**config.mk**
```make
export PLATFORM = sky130hd
export DESIGN_NAME = seg_hex_scan
export DESIGN_NICKNAME = d
export VERILOG_FILES = /design/src/rtl/seg_hex_scan.sv
export SDC_FILE = /design/constraint.sdc
export NUM_CORES = 1
export LEC_CHECK = 0
export BUFFER_PORTS_ARGS = -buffer_cell sky130_fd_sc_hd__buf_4
export CORE_MARGIN = 2
export CORE_UTILIZATION = 25
export CTS_CLUSTER_SIZE = 40
export DETAILED_ROUTE_END_ITERATION = 12
export GPL_TIMING_DRIVEN = 0
export SYNTH_ARGS = -nofsm -noshare
export SYNTH_HDL_FRONTEND = slang
export SYNTH_SLANG_ARGS = --single-unit
```
**constraint.sdc**
```tcl
create_clock -name clk -period 2.7 [get_ports clk]
set_input_delay 0.81 -clock clk [delete_from_list [all_inputs] [get_ports clk]]
set_output_delay 0.81 -clock clk [all_outputs]
set_load 0.03 [all_outputs]
```
**src/rtl/seg_hex_scan.sv**
```systemverilog
// seg_hex_scan: time-multiplexed driver for an 8-digit common-anode hex display.
// A 32-bit word is shown one nibble per digit (digit 7 leftmost). Loads land in
// a pending register and are promoted to the displayed (active) register only
// at the digit-7 -> digit-0 wrap, so a frame never mixes old and new data.
//
// Load strobe: ld is a single-cycle qualifier with no back-pressure. Every
// cycle with ld=1 captures {din, lz_en, blink}; the last one before (or on)
// a frame boundary is the one that gets displayed in the following frame.
module seg_hex_scan #(
  parameter int SCAN_DIV     = 50000,
  parameter int BLANK_CYC    = 2,
  parameter int BLINK_FRAMES = 32
) (
  input  logic        clk,
  input  logic        rstn,
  input  logic [31:0] din,
  input  logic        ld,
  input  logic        lz_en,
  input  logic [7:0]  blink,
  output logic [7:0]  an,
  output logic [6:0]  seg,
  output logic        dp,
  output logic        frame_done
);

  localparam int PW = (SCAN_DIV > 1) ? $clog2(SCAN_DIV) : 1;
  localparam int BW = (BLINK_FRAMES > 1) ? $clog2(BLINK_FRAMES) : 1;

  // scan position
  logic [PW-1:0] presc;
  logic [2:0]    idx;
  logic          presc_term;
  logic          boundary;

  // blink timing; phase_on=1 means blinking digits are currently visible
  logic [BW-1:0] blink_cnt;
  logic          phase_on;

  // pending and active copies of the display request
  logic [31:0]   pend_din;
  logic          pend_lz;
  logic [7:0]    pend_blink;
  logic [31:0]   act_din;
  logic          act_lz;
  logic [7:0]    act_blink;

  // delays the boundary by one cycle so frame_done lines up with the
  // first (blank) output cycle of digit 0
  logic          wrap_q;

  // combinational view of the current slot
  logic [3:0]    nib;
  logic          lz_blank;
  logic          blink_blank;
  logic          slot_blank;
  logic          blank;

  assign presc_term = (presc == PW'(SCAN_DIV - 1));
  assign boundary   = presc_term && (idx == 3'd7);
  assign dp         = 1'b1;

  function automatic logic [6:0] hex_decode(input logic [3:0] v);
    logic [6:0] s;
    case (v)
      4'h0: s = 7'h40;
      4'h1: s = 7'h79;
      4'h2: s = 7'h24;
      4'h3: s = 7'h30;
      4'h4: s = 7'h19;
      4'h5: s = 7'h12;
      4'h6: s = 7'h02;
      4'h7: s = 7'h78;
      4'h8: s = 7'h00;
      4'h9: s = 7'h10;
      4'hA: s = 7'h08;
      4'hB: s = 7'h03;
      4'hC: s = 7'h46;
      4'hD: s = 7'h21;
      4'hE: s = 7'h06;
      default: s = 7'h0E;
    endcase
    return s;
  endfunction

  // prescaler and digit index; the digit index wraps 7->0 at the frame boundary
  always_ff @(posedge clk or negedge rstn) begin
    if (!rstn) begin
      presc <= '0;
      idx   <= 3'd0;
    end else if (presc_term) begin
      presc <= '0;
      idx   <= idx + 3'd1;
    end else begin
      presc <= presc + PW'(1);
    end
  end

  // pending register follows every load strobe
  always_ff @(posedge clk or negedge rstn) begin
    if (!rstn) begin
      pend_din   <= 32'd0;
      pend_lz    <= 1'b0;
      pend_blink <= 8'd0;
    end else if (ld) begin
      pend_din   <= din;
      pend_lz    <= lz_en;
      pend_blink <= blink;
    end
  end

  // active register is promoted at the boundary; a load in that same cycle bypasses pending
  always_ff @(posedge clk or negedge rstn) begin
    if (!rstn) begin
      act_din   <= 32'd0;
      act_lz    <= 1'b0;
      act_blink <= 8'd0;
    end else if (boundary) begin
      act_din   <= ld ? din   : pend_din;
      act_lz    <= ld ? lz_en : pend_lz;
      act_blink <= ld ? blink : pend_blink;
    end
  end

  // blink phase toggles every BLINK_FRAMES frame boundaries
  always_ff @(posedge clk or negedge rstn) begin
    if (!rstn) begin
      blink_cnt <= '0;
      phase_on  <= 1'b1;
    end else if (boundary) begin
      if (blink_cnt == BW'(BLINK_FRAMES - 1)) begin
        blink_cnt <= '0;
        phase_on  <= ~phase_on;
      end else begin
        blink_cnt <= blink_cnt + BW'(1);
      end
    end
  end

  // blanking decision and segment pattern for the digit currently selected
  always_comb begin
    nib         = act_din[{idx, 2'b00} +: 4];
    slot_blank  = (presc < PW'(BLANK_CYC));
    lz_blank    = act_lz && (idx != 3'd0) && ((act_din >> {idx, 2'b00}) == 32'd0);
    blink_blank = act_blink[idx] && !phase_on;
    blank       = slot_blank || lz_blank || blink_blank;
  end

  // registered display outputs, one cycle behind the scan counters
  always_ff @(posedge clk or negedge rstn) begin
    if (!rstn) begin
      an         <= 8'hFF;
      seg        <= 7'h7F;
      wrap_q     <= 1'b0;
      frame_done <= 1'b0;
    end else begin
      an         <= blank ? 8'hFF : ~(8'd1 << idx);
      seg        <= blank ? 7'h7F : hex_decode(nib);
      wrap_q     <= boundary;
      frame_done <= wrap_q;
    end
  end

endmodule

```
==> results.md, run 1 <==
- Reg-to-reg startpoint: idx[0]$_DFFE_PN0N_
- Number of I/O pins: between 60 and 70
- Syn-to-layout area delta: 25.33%
- Netlist cell types: 60
- Post-DP HPWL: 9260 um
- R2R depth: 11
- Pin count of the biggest net entering global routing: 74
- Hold Violations, Final: 0
- N_diodes: 0
- FF+latch count, synth: 124
- Final setup margin: around 130 ps
- Post-route ant nets: 0
- Outcome: complete, no violations
- Clock Tree Root: clkbuf_16
- Initial Utilization: 25.44%
- Slowest CP cell: mux4_2
- Share of cells above drive strength 1: a little under half
- Max Clk Rate: slightly below 0.4 GHz
- Yosys top cell area share: 46.93%
- Iteration-0 DRC Markers: between 200 and 250
- Max_cap viols: 0
- Via density: approximately 4.5
- Via Count: between 3000 and 4000
- Number of flops mapped to enable cells by yosys: 0
- Post-synth top flop: dfrtp_1
- Pwr per Cell Area: between 600 and 700 mW/mm^2
- I/O Buffers: 58
- Commonest non-fill, non-tap cell in the layout: dfrtp_1
- Buffers and inverters on the worst path: 4
- Nets: about 570
- Setup violators final: 0
- Mapped Cells: 430
- CP Max Fanout: 14
- Post-synth ARST share: 100.0%
- Fin util: between 30% and 40%
- Number of cell rows: 55
- H-tree depth: 4
- Syn. warnings: 0
- Post-synth top area cell: dfrtp_1
- Die area: around 0.024 mm^2
- Max stage delay on crit path: approximately 560 ps
- Die width: 155.8 um
- Slew Viols, Final: 0
- Most frequent cells in the layout: dfrtp_1, mux2_2, buf_4, nand2_1, nor2_1
- CP endpoint kind: flop
- CTS Buf Count: 17
- Vias in the first global route: around 4000
- CTS clk-pin slew, worst paths: about 60 ps
- Max clock buf depth: 2
- Routability Congestion: 0.9002
- Congestion Overflow GR: 0
- WP data arrival: ~2900 ps
- Critical Path RT: about 3000 ps
- Drt first pass iters: 4
- First-pass GRT wire length: around 21000 um
- Place WS: -374.5 ps
- Flop2flop setup slack: 130 ps
- Sink Count: 124
- CTS tree: done
- Top post-synthesis cells by area: dfrtp_1, mux2_2, dfstp_2
- Tightest Pin Transition: roughly 660 ps
- Clock insertion delay at the later pin of the skew report: 420 ps
- Residual DRC: 0
- Core Area: around 0.023 mm^2
- CP delay by family, top: multiplexers
- Synthesized area: 0.005759 mm^2
- Unrepaired setup endpoints after global routing: no
- Worst-path cell chain: buf_12 > buf_6 > mux4_2 > mux2i_4 > buf_4 > inv_1 > ha_1 > nor2_1 > nand2_1 > o21ai_0 > o22ai_2
- LEAKAGE: ~3.2 nW
- Worst hold slack: between 300 and 400 ps
- Tmin final: 2574 ps
- Worst clock skew: between 8 and 9 ps
- Worst setup SP type: flop
- GRT Resource Usage Total: between 10% and 20%
- RR Endpoint: seg[0]$_DFF_PN1_
- Synthesized Nets: about 490
- WL final: around 12000 um
- Worst vdd ir: 436.5 uV
- Initial antenna violation count: 0
- WL/cell: 15.44 um
- Max-slew headroom: between 50% and 60%
- Worst hold path class: in2async
- Final cycle utilization of the critical path: 95.35%
- Critical path type: reg2reg
- Sequential area share after synthesis: ~54%
- Mean area per synthesized cell: ~13 um^2
- DIE HEIGHT: between 150 and 200 um
## where the power goes
group	switching (W)	internal [W]
sequential	0.0000467	0.00197
combinational	0.000197	0.000192
clock	0.000855	0.00129
total	0.00110	0.00345
## synth_stat cells, drive strengths merged (8+ instances only)
cell	count
dfrtp	108
mux4	11
ha	15
nand2	28
mux2	83
nor3	11
o21ai	12
buf	13
clkbuf	8
dfstp	16
xor2	9
nand3	8
nor2	23
inv	9
## registers in the layout, summed over array words and instances (netlist names)
name        flops
idx             3
seg             7
act_lz          1
an              8
pend_din       32
pend_lz         1
blink_cnt       5
phase_on        1
wrap_q          1
act_blink       8
pend_blink      8
act_din        32
presc          16
frame_done      1
## worst max path at each step
stage,slack [ps],startpoint,to,depth (start not counted)
2_1_floorplan,30,idx[0]$_DFFE_PN0N_,seg[0]$_DFF_PN1_,11
3_3_place_gp,-330,idx[0]$_DFFE_PN0N_,an[2]$_DFF_PN1_,11
3_5_place_dp,-370,idx[0]$_DFFE_PN0N_,an[1]$_DFF_PN1_,11
4_1_cts,3,idx[0]$_DFFE_PN0N_,an[1]$_DFF_PN1_,10
5_1_grt,10,idx[0]$_DFFE_PN0N_,an[1]$_DFF_PN1_,10
6_report,130,idx[0]$_DFFE_PN0N_,seg[0]$_DFF_PN1_,11
## what timing repair did
action	4_1_cts	5_1_grt
buffers inserted	2	1
hold buffers	0	0
pin swaps	0	1
endpoints found under the setup margin	15	13
gates resized for setup	3	3
## metal layers
metal	GRT usage, %	wire length, um
met1	14.04	5560
met2	17.13	5991
met3	3.722	712
met4	4.150	213
met5	0	0
## area by class of cell
type / count / area (um^2)
fill: 2240 / 15420
sequential: 124 / 3123
multi-input combinational: 275 / 2506
timing repair buffer: 62 / 489.2
clock buffer: 19 / 442.9
tap: 285 / 356.6
buffer: 20 / 145.1
clock inverter: 13 / 117.6
inverter: 10 / 37.54
## per-stage QoR
stage / std cells / power [W] / setup TNS, ps / area [um^2]
after floorplan: 430 / 0.002263 / 0 / 5787
after global placement: 773 / 0.002419 / -3730 / 6579
after detailed placement: 774 / 0.002441 / -4452 / 6610
after CTS: 807 / 0.004608 / 0 / 7192
after global routing: 808 / 0.004726 / 0 / 7218
final: 808 / 0.004550 / 0 / 7218
## cell families (layout without fill, tap and decap cells)
| kind of cell | after synthesis | in the layout | share of synthesized area (%) |
|---|---|---|---|
| adders and majority gates | 15 | 15 | 3.259 |
| other | 1 | 1 | 0.06511 |
| muxes | 101 | 101 | 21.88 |
| xor gates and xnor gates | 16 | 16 | 2.433 |
| DFF | 124 | 124 | 54.23 |
| and+or+nand+nor | 100 | 100 | 9.103 |
| buffers and inverters | 31 | 124 | 2.998 |
| AOI/OAI and AO/OA | 42 | 42 | 6.039 |
(Power assumes the default switching activity.)
==> run 2: changes to the inputs <==
Clock period 2.7 ns to 3.3 ns, I/O delays scaled along.
==> run 2 against run 1 <==
Effect of this change:
- non-clock buffer count is 3 lower
- clock-buffer cell count up 1
- highest routed layer unchanged
- first-iteration DRC count up 34%
- register-to-register slack improved by 230 ps
- worst hold slack improved by 27 ps
- power is 15% lower
- worst setup slack better by 230 ps
- via count is 0.82% higher
- global-route usage about the same
- sequential share of layout area about the same
- cell count shrank 0.37%
==> results.md, run 2 (same netlist as run 1, synthesis figures left out) <==
- Final cycle utilization of the critical path: 89.12%
- Worst hold path class: reg2reg
- Total chip power: slightly below 0.004 W
- Clock Tree Root: clkbuf_16
- Max Clk Rate: about 0.34 GHz
- I/O Buffers: 58
- Commonest non-fill, non-tap cell in the layout: dfrtp_1
- Pin count of the biggest net entering global routing: just under 90
- H-tree depth: 4
- Nets: between 500 and 600
- Syn-to-layout area delta: 25.37%
- R2R depth: 10
- Fin util: between 30% and 40%
- WL/cell: roughly 15 um
- Biggest regs: act_din: 32 flops, pend_din: 32 flops, presc: 16 flops
- N_diodes: 0
- Share of cells above drive strength 1: between 40% and 50%
- Worst clock skew: around 8.5 ps
- Slew Viols, Final: 0
- WP data arrival: about 3300 ps
- Post-DP HPWL: just over 9000 um
- Initial antenna violation count: 0
- Buffers and inverters on the worst path: 3
- Tightest Pin Transition: about 670 ps
- Via Count: between 3000 and 4000
- Post-route ant nets: 0
- Number of I/O pins: slightly above 60
- Hold Violations, Final: 0
- Iteration-0 DRC Markers: 271
- Hold-fix buffer count after cts: 0
- CTS tree: done
- Via density: around 4.6
- Worst vdd ir: 322.9 uV
- Max clock buf depth: 2
- Slowest CP cell: mux4_2
- Design area: 0.007221 mm^2
- CP delay by family, top: multiplexers
- Worst setup SP type: flop
- Max-slew headroom: 55.01%
- GRT Resource Usage Total: 10.96%
- Die width: around 160 um
- Tmin final: approximately 2900 ps
- CP Max Fanout: 14
- Congestion Overflow GR: 0
- CTS clk-pin slew, worst paths: around 60 ps
- Max_cap viols: 0
- Core Area: around 0.023 mm^2
- First-pass GRT wire length: about 21000 um
- Worst hold stages: 0
- CP endpoint kind: flop
- Residual DRC: 0
- CTS Buf Count: 17
- Vias in the first global route: ~3900
- Routability Congestion: slightly below 0.9
- Critical Path RT: approximately 3600 ps
- WL final: ~12000 um
- Worst-path cell chain: buf_6 > buf_6 > mux4_2 > mux2i_4 > ha_1 > nand3_1 > a211oi_1 > a31oi_1 > clkbuf_4 > o221ai_2
- Setup violators final: 0
- Critical path type: reg2reg
- Sink Count: roughly 120
- Most frequent cell on the critical path: buf_6
- Clock insertion delay at the later pin of the skew report: roughly 410 ps
- Most frequent cells in the layout: dfrtp_1, mux2_2, buf_4, nand2_1, nor2_1
- LEAKAGE: approximately 3.2 nW
- Number of cell rows: 55
- Die area: around 0.024 mm^2
- WP depth: 10
- Placed Instance Area: about 0.0066 mm^2
- Worst hold slack: roughly 370 ps
- Pwr per Cell Area: approximately 540 mW/mm^2
- Max stage delay on crit path: about 550 ps
- Outcome: complete, no violations
- Fin Setup TNS: 0 ps
- Drt first pass iters: 7
- DIE HEIGHT: between 150 and 200 um
- Unrepaired setup endpoints after global routing: no
- Initial Utilization: approximately a quarter
==> run 2: metrics by stage <==
stage | instances | setup WS, ps
after detailed placement | 774 | -113.2
final | 805 | 359.1
after global placement | 773 | -32.28
after floorplan | 430 | 400.8
after CTS | 806 | 36.24
after global routing | 805 | 153.5
==> run 2: report_power, final <==
group	leakage, nW	switching (W)	internal (W)
clock network	0.293	0.000684	0.00123
logic	1.37	0.000162	0.000154
registers	1.52	0.0000379	0.00161
==> run 2: repair_timing <==
| action | 4_1_cts | 5_1_grt |
|---|---|---|
| pin swaps | 0 | 0 |
| hold endpoints to repair | 0 | 0 |
| resized for setup | 3 | 1 |
| setup buffers | 0 | 0 |
| endpoints found under the setup margin | 10 | 13 |
==> run 2: layout make-up <==
cell class	instances	area, um^2
Inverter	10	37.54
Multi-Input combinational cell	275	2489
Clock buffer	20	456.7
Sequential cell	124	3123
Fill cell	2210	15420
Tap cell	285	356.6
Timing Repair Buffer	59	466.7
Buffer	20	130.1
Clock inverter	12	161.4
==> run 2: layer usage <==
layer  GRT usage [%]  vias up  wire, um
li1                -     1709         -
met1           14.22     1848      5430
met2           16.90      108      5987
met3           3.889       22       760
met4           3.976        0       235
met5               0        -         0
==> run 2: worst reg2reg max path, stage by stage, from the launching register on <==
cell and delay, ps:
dfrtp_1 400, buf_6 210, buf_6 180, mux4_2 550
mux2i_4 300, ha_1 280, nand3_1 90, a211oi_1 290
a31oi_1 150, clkbuf_4 240, o221ai_2 190
==> run 2: final timing paths <==
path | endpoint | startpoint | slack, ps
max in group asynchronous | seg[1]$_DFF_PN1_ | rstn | 2080
max reg2reg | seg[4]$_DFF_PN1_ | idx[0]$_DFFE_PN0N_ | 360
max | seg[4]$_DFF_PN1_ | idx[0]$_DFFE_PN0N_ | 360
min reg2reg | frame_done$_DFF_PN0_ | wrap_q$_DFF_PN0_ | 370
min | frame_done$_DFF_PN0_ | wrap_q$_DFF_PN0_ | 370
min in group asynchronous | presc[12]$_DFF_PN0_ | rstn | 470
==> run 3: changes to the inputs <==
Settings changed: CORE_UTILIZATION 25 to 30.
==> run 3 against run 2 <==
Effect of this change:
- worst hold slack got worse by 16 ps
- combinational power fell by 2%
- critical path depth did not move
- power fell by 3.6%
- core utilization rose by 6.0 points
- largest cell class unchanged
- clock power fell by 7%
- cell count fell by 6.3%
- first-iteration DRC count fell by 46%
==> results.md, run 3 (same netlist as run 1, synthesis figures left out) <==
- First-pass GRT wire length: about 20000 um
- Share of cells above drive strength 1: between 40 and 50%
- Max_cap viols: 0
- WL final: 11950 um
- Max-slew headroom: a little under three fifths
- Most frequent cell on the critical path: buf_6
- Worst-path cell chain: buf_6 > buf_6 > mux4_2 > mux2i_4 > ha_1 > nand3_1 > a211oi_1 > a31oi_1 > clkbuf_4 > o211ai_2
- Iteration-0 DRC Markers: ~150
- R2R depth: 10
- Post_cts resized: 3
- Pwr per Cell Area: ~530 mW/mm^2
- Total chip power: between 0.003 and 0.004 W
- Place WS: -159.8 ps
- Biggest regs: act_din: 32 flops, pend_din: 32 flops, presc: 16 flops
- Worst setup path start: idx[0]$_DFFE_PN0N_
- Number of cell rows: 50
- Hold Violations, Final: 0
- Nets: approximately 570
- Post-route ant nets: 0
- Commonest non-fill, non-tap cell in the layout: dfrtp_1
- Total setup buffers inserted after CTS: 0
- Pin count of the biggest net entering global routing: between 100 and 150
- Slowest CP cell: mux4_2
- RR Endpoint: an[2]$_DFF_PN1_
- Worst hold path class: reg2reg
- CTS Buf Count: 17
- CP delay by family, top: multiplexers
- Worst vdd ir: between 300 and 400 uV
- Sink Count: 124
- Number of I/O pins: 61
- N_diodes: 0
- Hold-fix buffer count after cts: 0
- Die width: ~140 um
- Flop2flop setup slack: about 360 ps
- Most frequent cells in the layout: dfrtp_1, mux2_2, buf_4, nand2_1, nor2_1
- CTS clk-pin slew, worst paths: around 60 ps
- Vias in the first global route: around 3800
- Drt first pass iters: 4
- Reg-to-reg startpoint: idx[0]$_DFFE_PN0N_
- WP data arrival: approximately 3300 ps
- DIE HEIGHT: 142.6 um
- Slew Viols, Final: 0
- GRT Resource Usage Total: between 10% and 20%
- CP endpoint kind: flop
- Area of the multi-input gates: about 0.0025 mm^2
- Syn-to-layout area delta: 23.55%
- Via Count: between 3000 and 4000
- Max stage delay on crit path: 530 ps
- Tightest Pin Transition: ~640 ps
- Final cycle utilization of the critical path: 88.98%
- Core Area: roughly 0.019 mm^2
- H-tree depth: 4
- WP depth: 10
- Via density: between 4 and 5
- CP Max Fanout: 14
- Max clock buf depth: 2
- Outcome: complete, no violations
- Congestion Overflow GR: 0
- Worst hold stages: 0
- CTS tree: done
- Buffers and inverters on the worst path: 3
- Clock Tree Root: clkbuf_16
- Clock insertion delay at the later pin of the skew report: 410 ps
- Tmin final: slightly below 3000 ps
- Worst setup SP type: flop
- I/O Buffers: 58
- Routability Congestion: slightly above 0.8
- Unrepaired setup endpoints after global routing: no
- Critical path type: reg2reg
- Residual DRC: 0
- Setup crit end: an[2]$_DFF_PN1_
- Setup violators final: 0
- LEAKAGE: ~3.2 nW
- Initial antenna violation count: 0
- Critical Path RT: about 3600 ps
- Final setup margin: between 300 and 400 ps
- Post-DP HPWL: between 8000 and 9000 um
- WL/cell: 15.84 um
- Fillers: 1808
- FF/Latch Area: 0.003123 mm^2
- Worst clock skew: a little over 7 ps
- Initial Utilization: 30.69%
- Max Clk Rate: ~0.34 GHz
- Die area: 0.02032 mm^2
run 3: cell types whose count changed in the layout (fill, tap and decap cells not counted):
cell / previous run / this run
bufinv_16: 3 / 2
clkbuf_1: 6 / 5
clkbuf_8: 4 / 2
clkinv_1: 1 / 2
clkinv_2: 1 / 3
clkinv_4: 3 / 4
clkinvlp_4: 3 / 5
inv_6: 2 / 0
run 3: power by group:
part,internal [W],leakage [nW],total [W],switching [W]
Sequential,0.00161,1.52,0.00165,0.0000375
Clock,0.00110,0.268,0.00178,0.000678
Combinational,0.000154,1.37,0.000310,0.000156
Total,0.00287,3.16,0.00374,0.000872
run 3: how the worst min path moves through the flow:
| stage | from | to | slack, ps |
|---|---|---|---|
| CTS | wrap_q$_DFF_PN0_ | frame_done$_DFF_PN0_ | 350 |
| finish | wrap_q$_DFF_PN0_ | frame_done$_DFF_PN0_ | 350 |
| global placement | wrap_q$_DFF_PN0_ | frame_done$_DFF_PN0_ | 340 |
| floorplan | wrap_q$_DFF_PN0_ | frame_done$_DFF_PN0_ | 330 |
| detailed placement | wrap_q$_DFF_PN0_ | frame_done$_DFF_PN0_ | 340 |
| global route | wrap_q$_DFF_PN0_ | frame_done$_DFF_PN0_ | 360 |
run 3: routing by layer:
| layer | global-route usage [%] | up-vias | wire [um] |
|---|---|---|---|
| li1 | - | 1695 | - |
| met1 | 16.35 | 1811 | 5311 |
| met2 | 20.14 | 70 | 5908 |
| met3 | 3.701 | 13 | 551 |
| met4 | 4.273 | 0 | 176 |
| met5 | 0 | - | 0 |
run 3: cell type report:
cell class,instances,share of cell area [%]
Inverter,10,0.5275
Multi-Input combinational cell,275,34.97
Sequential cell,124,43.89
Tap cell,234,4.115
Buffer,20,1.829
Timing Repair Buffer,59,6.559
Clock buffer,17,5.979
Clock inverter,15,2.128
run 3: stage by stage:
stage               setup TNS (ps)  util [%]  instance area [um^2]  hold WS (ps)  std cells
finish                           0     37.91                  7116         349.8        754
CTS                              0     37.89                  7112         353.9        755
global route                     0     37.91                  7116         356.2        754
detailed placement           -1255     34.73                  6519         340.2        723
global placement            -503.0     34.57                  6487         336.5        722
floorplan                        0         -                  5759         331.2        430
